## config.mk

```make
export PLATFORM = sky130hd
export DESIGN_NAME = piso_tx
export DESIGN_NICKNAME = d
export VERILOG_FILES = /design/src/rtl/piso_tx.sv
export SDC_FILE = /design/constraint.sdc
export NUM_CORES = 1
export LEC_CHECK = 0
export CAP_MARGIN = 5
export CORE_UTILIZATION = 51
export DETAILED_ROUTE_END_ITERATION = 6
export GPL_ROUTABILITY_DRIVEN = 0
export GPL_TIMING_DRIVEN = 0
export PLACE_DENSITY = 0.83
export SLEW_MARGIN = 30
export SYNTH_ARGS = -nofsm -noshare
export SYNTH_HDL_FRONTEND = slang
export SYNTH_SLANG_ARGS = --single-unit
export TNS_END_PERCENT = 20
```

## constraint.sdc

```tcl
create_clock -name clk -period 2.8 [get_ports clk]
set_input_delay 0.56 -clock clk [delete_from_list [all_inputs] [get_ports clk]]
set_output_delay 0.56 -clock clk [all_outputs]
set_load 0.02 [all_outputs]
```

## src/rtl/piso_tx.sv

```systemverilog
// Parallel-in serial-out transmitter: sends WIDTH-bit words MSB first with zero-gap back-to-back frames.
// Optional even-parity bit after each word when PISO_PARITY_EN is defined.
module piso_tx #(
    parameter int unsigned WIDTH = 8
) (
    input  logic             clk,
    input  logic             rst,
    input  logic [WIDTH-1:0] din,
    input  logic             load,
    output logic             ready,
    output logic             sout,
    output logic             valid,
    output logic             done
);

    localparam int unsigned CW = $clog2(WIDTH + 1);
    localparam logic [CW-1:0] LAST_BIT = CW'(WIDTH - 1);
    localparam logic [CW-1:0] PENULT_BIT = CW'(WIDTH - 2);

    typedef enum logic [1:0] {
        IDLE,
        SHIFT
`ifdef PISO_PARITY_EN
        , PARITY
`endif
    } state_t;

    state_t           state_q;
    logic [WIDTH-1:0] shreg_q;
    logic [CW-1:0]    cnt_q;
    logic             sout_q;
    logic             valid_q;
    logic             done_q;
    logic             ready_q;
    logic             accept;
    logic             done_at_next;
`ifdef PISO_PARITY_EN
    logic             par_q;
`endif

    assign accept = load && ready_q;

    // The next bit-time is the frame's last only when no parity bit follows the data.
`ifdef PISO_PARITY_EN
    assign done_at_next = 1'b0;
`else
    assign done_at_next = (cnt_q == PENULT_BIT);
`endif

    always_ff @(posedge clk) begin
        if (!rst) begin
            state_q <= IDLE;
            shreg_q <= '0;
            cnt_q   <= '0;
            sout_q  <= 1'b0;
            valid_q <= 1'b0;
            done_q  <= 1'b0;
            ready_q <= 1'b1;
`ifdef PISO_PARITY_EN
            par_q   <= 1'b0;
`endif
        end else if (accept) begin
            state_q <= SHIFT;
            shreg_q <= din;
            cnt_q   <= '0;
            sout_q  <= din[WIDTH-1];
            valid_q <= 1'b1;
            done_q  <= 1'b0;
            ready_q <= 1'b0;
`ifdef PISO_PARITY_EN
            par_q   <= ^din;
`endif
        end else begin
            case (state_q)
                SHIFT: begin
                    if (cnt_q == LAST_BIT) begin
`ifdef PISO_PARITY_EN
                        state_q <= PARITY;
                        sout_q  <= par_q;
                        valid_q <= 1'b1;
                        done_q  <= 1'b1;
                        ready_q <= 1'b1;
`else
                        state_q <= IDLE;
                        sout_q  <= 1'b0;
                        valid_q <= 1'b0;
                        done_q  <= 1'b0;
                        ready_q <= 1'b1;
`endif
                    end else begin
                        shreg_q <= shreg_q << 1;
                        cnt_q   <= cnt_q + CW'(1);
                        sout_q  <= shreg_q[WIDTH-2];
                        valid_q <= 1'b1;
                        done_q  <= done_at_next;
                        ready_q <= done_at_next;
                    end
                end
                default: begin
                    state_q <= IDLE;
                    sout_q  <= 1'b0;
                    valid_q <= 1'b0;
                    done_q  <= 1'b0;
                    ready_q <= 1'b1;
                end
            endcase
        end
    end

    assign ready = ready_q;
    assign sout  = sout_q;
    assign valid = valid_q;
    assign done  = done_q;

endmodule

```

# After elaboration in Yosys (flattened, before gate mapping)
# Index checks and enable logic that the tools add are counted.
[classes]
n_addsub = 1
eq_ne = 4
n_mux = 15
n_bitwise = 3
reduce_logical = 6
[ops]
columns = ["operator", "n"]
rows = [
  ["two-way mux 7 bit", 3],
  ["two-way mux 1 bit", 12],
  ["equality test 4 x 3 -> 1 bit, second input constant", 2],
  ["adder 4 x 1 -> 4 bit, second input constant", 1],
  ["AND reduction 2 bit", 2],
  ["OR reduction 4 bit", 1],
  ["inequality test 3 bit, second input constant", 1],
  ["inverter 1 bit", 3],
  ["inequality test 2 bit, second input constant", 1],
  ["nonzero test 2 bit", 1],
  ["OR reduction 2 bit", 1],
  ["logical AND 1 bit", 1],
]
[word_totals]
regBits = 16
elab_cells = 36

# Logic depth before layout (Yosys ltp)
[depth]
ltp_word = 4
depth_mapped = 5
ltp_nobuf = 5

# Worst setup path after synthesis
# No wires, ideal clock.
[synth_timing]
kind = "reg2reg"
startpoint = "reg cnt_q[0]"
endpoint = "reg cnt_q[3]"
arrival_time_ps = 1397
path_slack_ps = 1334
path_stages_with_launch = 6
path_buffers = 1
synth_period_minus_slack_ps = 1466
cell_sequence = "dfxtp_1 ha_1 and3b_1 buf_6 or4_1 a21oi_1"
[synth_via]
elab_chain_len = 3
word_cells_on_any_way = 4
cone_classes = "1 x add/sub; 1 x eq/ne; 1 x bitwise; 1 x reduce/logical"
[synth_lines]
columns = ["item", "line", "text"]
rows = [
  ["from (decl)", "30", "logic [CW-1:0] cnt_q;"],
  ["from (signal assigned)", "92", "cnt_q <= cnt_q + CW'(1);"],
  ["parallel branches: the longest is 3 deep, another holds adder 4 x 1 -> 4 bit", "n/a", ""],
]
# Parallel ways; which one is timed is not known.
# A chain may end at the register's enable or synchronous reset.

# Final worst setup path
[layout_timing]
startpoint = "reg ready_q, in the netlist ready"
endpoint = "out ready"
[layout_rtl]
columns = ["item", "line", "text"]
rows = [
  ["from (decl)", "34", "logic ready_q;"],
  ["from (signal assigned)", "96", "ready_q <= done_at_next;"],
  ["to (decl)", "10", "output logic ready,"],
]
# No word-level cell between the ends.

==> reports/qor.csv <==
metric;value;unit
tns;0;ps
required;2240;ps
power_density;529;nW/um2
layout_min_cycle_time;1800;ps
end_kind;output pin;
vias;644;
synthCells;80;
cts_resized;0;
reg2reg_slack;1230;ps
netlist_area;704;um2
slew_headroom;71.5;%
overflow;0;
clk_latency;280;ps
cts_tree;built;
seqPwrFrac;52.7;%
synth_area_leaders;dfxtp_1 45%, o21ai_0 11%, a21oi_1 7.1%, a31oi_1 5.3%, ha_1 3.6%;
drtAntennaViolNets;0;
drv_cap;0;
slowest_delay;610;ps
tightestPinTransition;428;ps
synth_top_cell_by_area;dfxtp_1;
setup_viol;0;
power.leakage;0.326;nW
clk_pin_slew;90;ps
power_switching;117;uW
final_common_cell;dfxtp_1;
worstSetupEndpoint;ready;
grt_use_total;22.7;%
timing.rr.end;cnt_q[3]$_SDFFE_PP0P_;
cp_max_fo;3;
grt_setup_unrepaired;false;
io-pin-count;15;
drv_slew;0;
port_buffers;14;
cts_sinks;16;
setup.worst_path.start;ready$_SDFF_PN1_;
post_cts_buffers;0;
p_clk_share;32.1;%
synth_cell_types;23;
ctsHoldBuffers;0;
crit_path_start_kind;flop;
die_area;1530;um2
firstDrtPassIters;4;
cts_max_level;1;
layout_common_cells;16 x dfxtp_1, 15 x o21ai_0, 14 x clkdlybuf4s50_1;
fmax;0.554;GHz
p_comb_share;15.2;%
ys_seq_area_share;45.5;%
worstPathCellList;clkdlybuf4s50_1;
syn_avg_cell_area;8.81;um2
first_iter_violations;11;
status;finished clean;
initial_core_util;54.8;%
skew;1.14;ps
grt_antenna_before_repair;0;
finalHoldViolCount;0;
internal_power;359;uW
hold_path.class;flop to flop;
drc;0;
reg2reg_from;cnt_q[0]$_SDFFE_PP0P_;
synth-seq-cells;16;
slowest_stage;clkdlybuf4s50_1;
via_per_inst;5.70;
timing.final.crit_share;64.5;%
vdd_drop_max;0.319;mV
dp_hpwl;971;um
post_drt_wl_per_cell;12.7;um
core_area;1280;um2
cp.depth;1;
die_h;39.2;um
grt_first_pass_wirelength;2.22;mm
timing_worst_setup_path_type;flop to output pin;
n_antenna_cell;0;
die_w;39.2;um
layout-drive-gt1-share;7.14;%
numCtsBuffers;3;
grt_pass1_vias;489;
routed_wirelength;1.43;mm
netSwitchingFraction;24.6;%
cts_root_buf;clkbuf_4;
path_delay_family;buffers and inverters;
critPathArrivalTime;1240;ps
placementRows;13;
finalHoldWorstSlack;481;ps
synth_warnings;0;
grt_max_degree;11;
area_growth;27.7;%
fill_cells;120;
synth_top_area_share;45.5;%
worst_r2r_path_depth;5;
syn_nets;93;
fin_nets;112;
cp_num_buf_inv;1;
cts_max_path_buffers;2;
-- sequential cells by signal, indices dropped and copies added (netlist names) --
signal,count
cnt_q,4
done,1
ready,1
shreg_q,7
sout,1
state_q,1
valid,1
-- area by class of cell --
| type | count | area [um2] | area share (%) |
|---|---|---|---|
| Buffer | 6 | 30.0 | 3.34 |
| Clock buffer | 4 | 36.3 | 4.03 |
| Inverter | 2 | 21.3 | 2.36 |
| Multi-Input combinational cell | 56 | 333 | 37.0 |
| Sequential cell | 16 | 320 | 35.6 |
| Tap cell | 15 | 18.8 | 2.09 |
| Timing Repair Buffer | 14 | 140 | 15.6 |
-- synthesized netlist by cell type --
cell type / count
o21ai_0: 15
a311oi_1: 1
a21oi_1: 10
and4_2: 1
inv_1: 1
a21boi_1: 1
o211ai_1: 1
and2_1: 1
ha_1: 2
nand2_1: 5
nand3_1: 2
buf_6: 1
and3b_1: 1
bufinv_8: 1
nand3b_1: 2
a21boi_0: 3
clkbuf_1: 5
dfxtp_1: 16
and3_1: 1
a31oi_1: 6
or4_1: 1
nand4_1: 1
nor3_1: 2
-- worst min path at each step --
stage                                  from                       to  depth (start not counted)
floorplan           shreg_q[6]$_SDFFE_PN0P_  shreg_q[6]$_SDFFE_PN0P_                          2
global placement    shreg_q[5]$_SDFFE_PN0P_  shreg_q[5]$_SDFFE_PN0P_                          2
detailed placement  shreg_q[4]$_SDFFE_PN0P_  shreg_q[4]$_SDFFE_PN0P_                          2
CTS                 shreg_q[4]$_SDFFE_PN0P_  shreg_q[4]$_SDFFE_PN0P_                          2
global route        shreg_q[4]$_SDFFE_PN0P_  shreg_q[4]$_SDFFE_PN0P_                          2
finish              shreg_q[4]$_SDFFE_PN0P_  shreg_q[4]$_SDFFE_PN0P_                          2
-- layer usage --
metal | GRT usage [%] | vias up | wire, um
met5 | 0 | - | 0
met4 | 15.5 | 0 | 13
met3 | 5.20 | 2 | 72
met2 | 29.2 | 20 | 626
met1 | 32.4 | 291 | 719
li1 | - | 331 | -
-- power groups by stage --
stage	Combinational, mW	Sequential (mW)	Clock (mW)
global route	0.0804	0.253	0.168
CTS	0.0723	0.251	0.158
global placement	0.0707	0.255	0
floorplan	0.0389	0.258	0
detailed placement	0.0718	0.256	0
finish	0.0724	0.251	0.153
-- kinds of logic (layout without fill, tap and decap cells) --
kind of cell,count (synthesis),in the layout,synth area share [%]
AOI/OAI and AO/OA,37,37,29.7
adders and majority gates,2,2,3.55
buffers and inverters,8,26,7.28
DFF,16,16,45.5
and+or+nand+nor,17,17,14.0
-- through the flow --
step / utilization [%] / instance area [um2] / setup slack, ps / power [mW] / cells
after floorplan: - / 704 / 1330 / 0.297 / 80
after global placement: 67.2 / 863 / 1020 / 0.326 / 109
after detailed placement: 67.2 / 863 / 1020 / 0.328 / 109
after CTS: 70.0 / 900 / 967 / 0.481 / 113
after global routing: 70.0 / 900 / 912 / 0.501 / 113
final: 70.0 / 900 / 995 / 0.476 / 113
Note: power is estimated with default switching activity, not from simulation.
==> edit: new RTL, config.mk and constraints unchanged <==
Set the parameter `WIDTH` to 16 (it was 8).
--- a/src/rtl/piso_tx.sv
+++ b/src/rtl/piso_tx.sv
@@ -2,5 +2,5 @@
 // Optional even-parity bit after each word when PISO_PARITY_EN is defined.
 module piso_tx #(
-    parameter int unsigned WIDTH = 8
+    parameter int unsigned WIDTH = 16
 ) (
     input  logic             clk,
Interface: changed (resized din); port bits go from 15 to 23. The function was not compared with the original's and may differ.
==> edit against the original RTL <==
  * Setup slack worse by 0.086 ns
  * Via count is 51% higher
  * Register-to-register slack worse by 0.18 ns
  * Wire length is 54% higher
  * Area after synthesis is 47% higher
  * Sequential power is 58% higher
  * Combinational power is 56% higher
  * Final cell count is 56% higher
  * Die area is 45% higher
  * Total power is 40% higher
  * Sequential cell count is 9 higher
  * Final area is 45% higher
  * Fmax is 4.5% lower
==> edit: results (changes against the original RTL) <==
cell taking the most area after synthesis=dfxtp_1 (unchanged); Worst-Skew Late Latency=0.31 ns (was 0.28 ns); Final HPWL DP=1620 um (was 971 um); final net count=174 (was 112); H-tree Lvls=1 (unchanged); proportion of layout cells with a drive suffix above 1=0.0662 (was 0.0714); first-pass GRT wire length=3610 um (was 2220 um); Pleak=0.472 nW (was 0.326 nW); Switching Share=0.263 (was 0.246); outcome=finished clean (unchanged); Worst-path clk slew=0.13 ns (was 0.09 ns); largest net degree at the start of global routing=14 (was 11); Mapped Nets=148 (was 93); sequential share of the synthesized area=0.483 (was 0.455); Slew HR=0.699 (was 0.715); yosys warns=0 (unchanged); clk buf depth=2 (unchanged); total CTS buffers=3 (unchanged); Largest regs=shreg_q (15), cnt_q (5) (was shreg_q (7), cnt_q (4)); fillers=149 (was 120); register bit count reported by yosys=25 (was 16); worst hold path type=flop to flop (unchanged); top cells by area, synth=dfxtp_1, nand2_1, a31oi_1 (was dfxtp_1, o21ai_0, a21oi_1); gr usage total=0.230 (was 0.227); maximum vdd drop=0.339 mV (was 0.319 mV); Worst EP arrival=1.33 ns (was 1.24 ns); initial drt markers=32 (was 11); delay of the slowest critical-path stage=0.62 ns; vias post-DR=973 (was 644); # port buffers=21 (was 14); Crit Path Max Fanout=4 (was 3); Routed wire per std cell=12.5 um (was 12.7 um); top cells by count, synth=nand2_1, dfxtp_1, a31oi_1, o21ai_0, nand3_1 (was dfxtp_1, o21ai_0, a21oi_1, a31oi_1); number of global-route vias before repair=840 (was 489); Antenna diodes=0 (unchanged); Crit-path slowest cell=clkdlybuf4s50_1 (unchanged); skew final=0.00198 ns (was 0.00114 ns); Synth cell types=25 (was 23)
-- edit: changes by cell type in the layout (fill, tap and decap cells not counted), sizes merged, moves of 2 or more --
cell / before / now
dfxtp: 16 / 25
nand2: 5 / 33
a21oi: 10 / 2
a211oi: 0 / 2
a31oi: 6 / 14
buf: 1 / 5
nand3: 2 / 5
clkdlybuf4s50: 14 / 21
nor2: 0 / 3
-- edit: layout make-up --
cell class | count | share of cell area
repair buffers | 21 | 0.161
clock buffers | 4 | 0.0201
flip-flops and latches | 25 | 0.384
multi-input cells | 90 | 0.371
well taps | 25 | 0.0240
inverters | 2 | 0.00575
plain buffers | 9 | 0.0345
-- edit: logic make-up after synthesis --
kind of cell	count (synthesis)	synth area share
AND/OR/NAND/NOR	48	0.203
AO/OA/AOI/OAI	38	0.220
flip-flops	25	0.483
buffers and inverters	11	0.0507
adder cells (fa/ha/maj)	3	0.0362
XOR/XNOR	1	0.00845
-- edit: metal layers --
layer	vias up	wire [um]	track usage	part of all wire
li1	488	-	-	-
met1	448	1040	0.311	0.47
met2	33	1020	0.367	0.46
met3	4	112	0.0231	0.051
met4	0	28	0.114	0.013
met5	-	0	0	0
-- edit: path summary, 6_finish.rpt --
| check | from | end | slack (ns) | cells after the start |
|---|---|---|---|---|
| worst max-delay path | ready | ready | 0.91 | 1 |
| worst min-delay path | shreg_q[2] | shreg_q[3] | 0.49 | 2 |
| worst max register to register | cnt_q[0] | cnt_q[3] | 1.05 | 7 |
| worst min register to register | shreg_q[2] | shreg_q[3] | 0.49 | 2 |
-- edit: stage by stage --
step	cells	worst slack, ns	utilization	area (sq um)
floorplan	126	1.22	-	1040
global placement	172	0.952	0.702	1280
detailed placement	172	0.922	0.702	1280
CTS	176	0.895	0.717	1310
global route	176	0.865	0.717	1310
finish	176	0.910	0.717	1310
-- edit: power groups by stage --
stage          combinational [mW]  clock [mW]  sequential, mW
5_1_grt                     0.126       0.171           0.400
6_report                    0.113       0.158           0.397
3_3_place_gp                0.110           0           0.403
3_5_place_dp                0.112           0           0.405
2_1_floorplan              0.0628           0           0.405
4_1_cts                     0.113       0.162           0.397
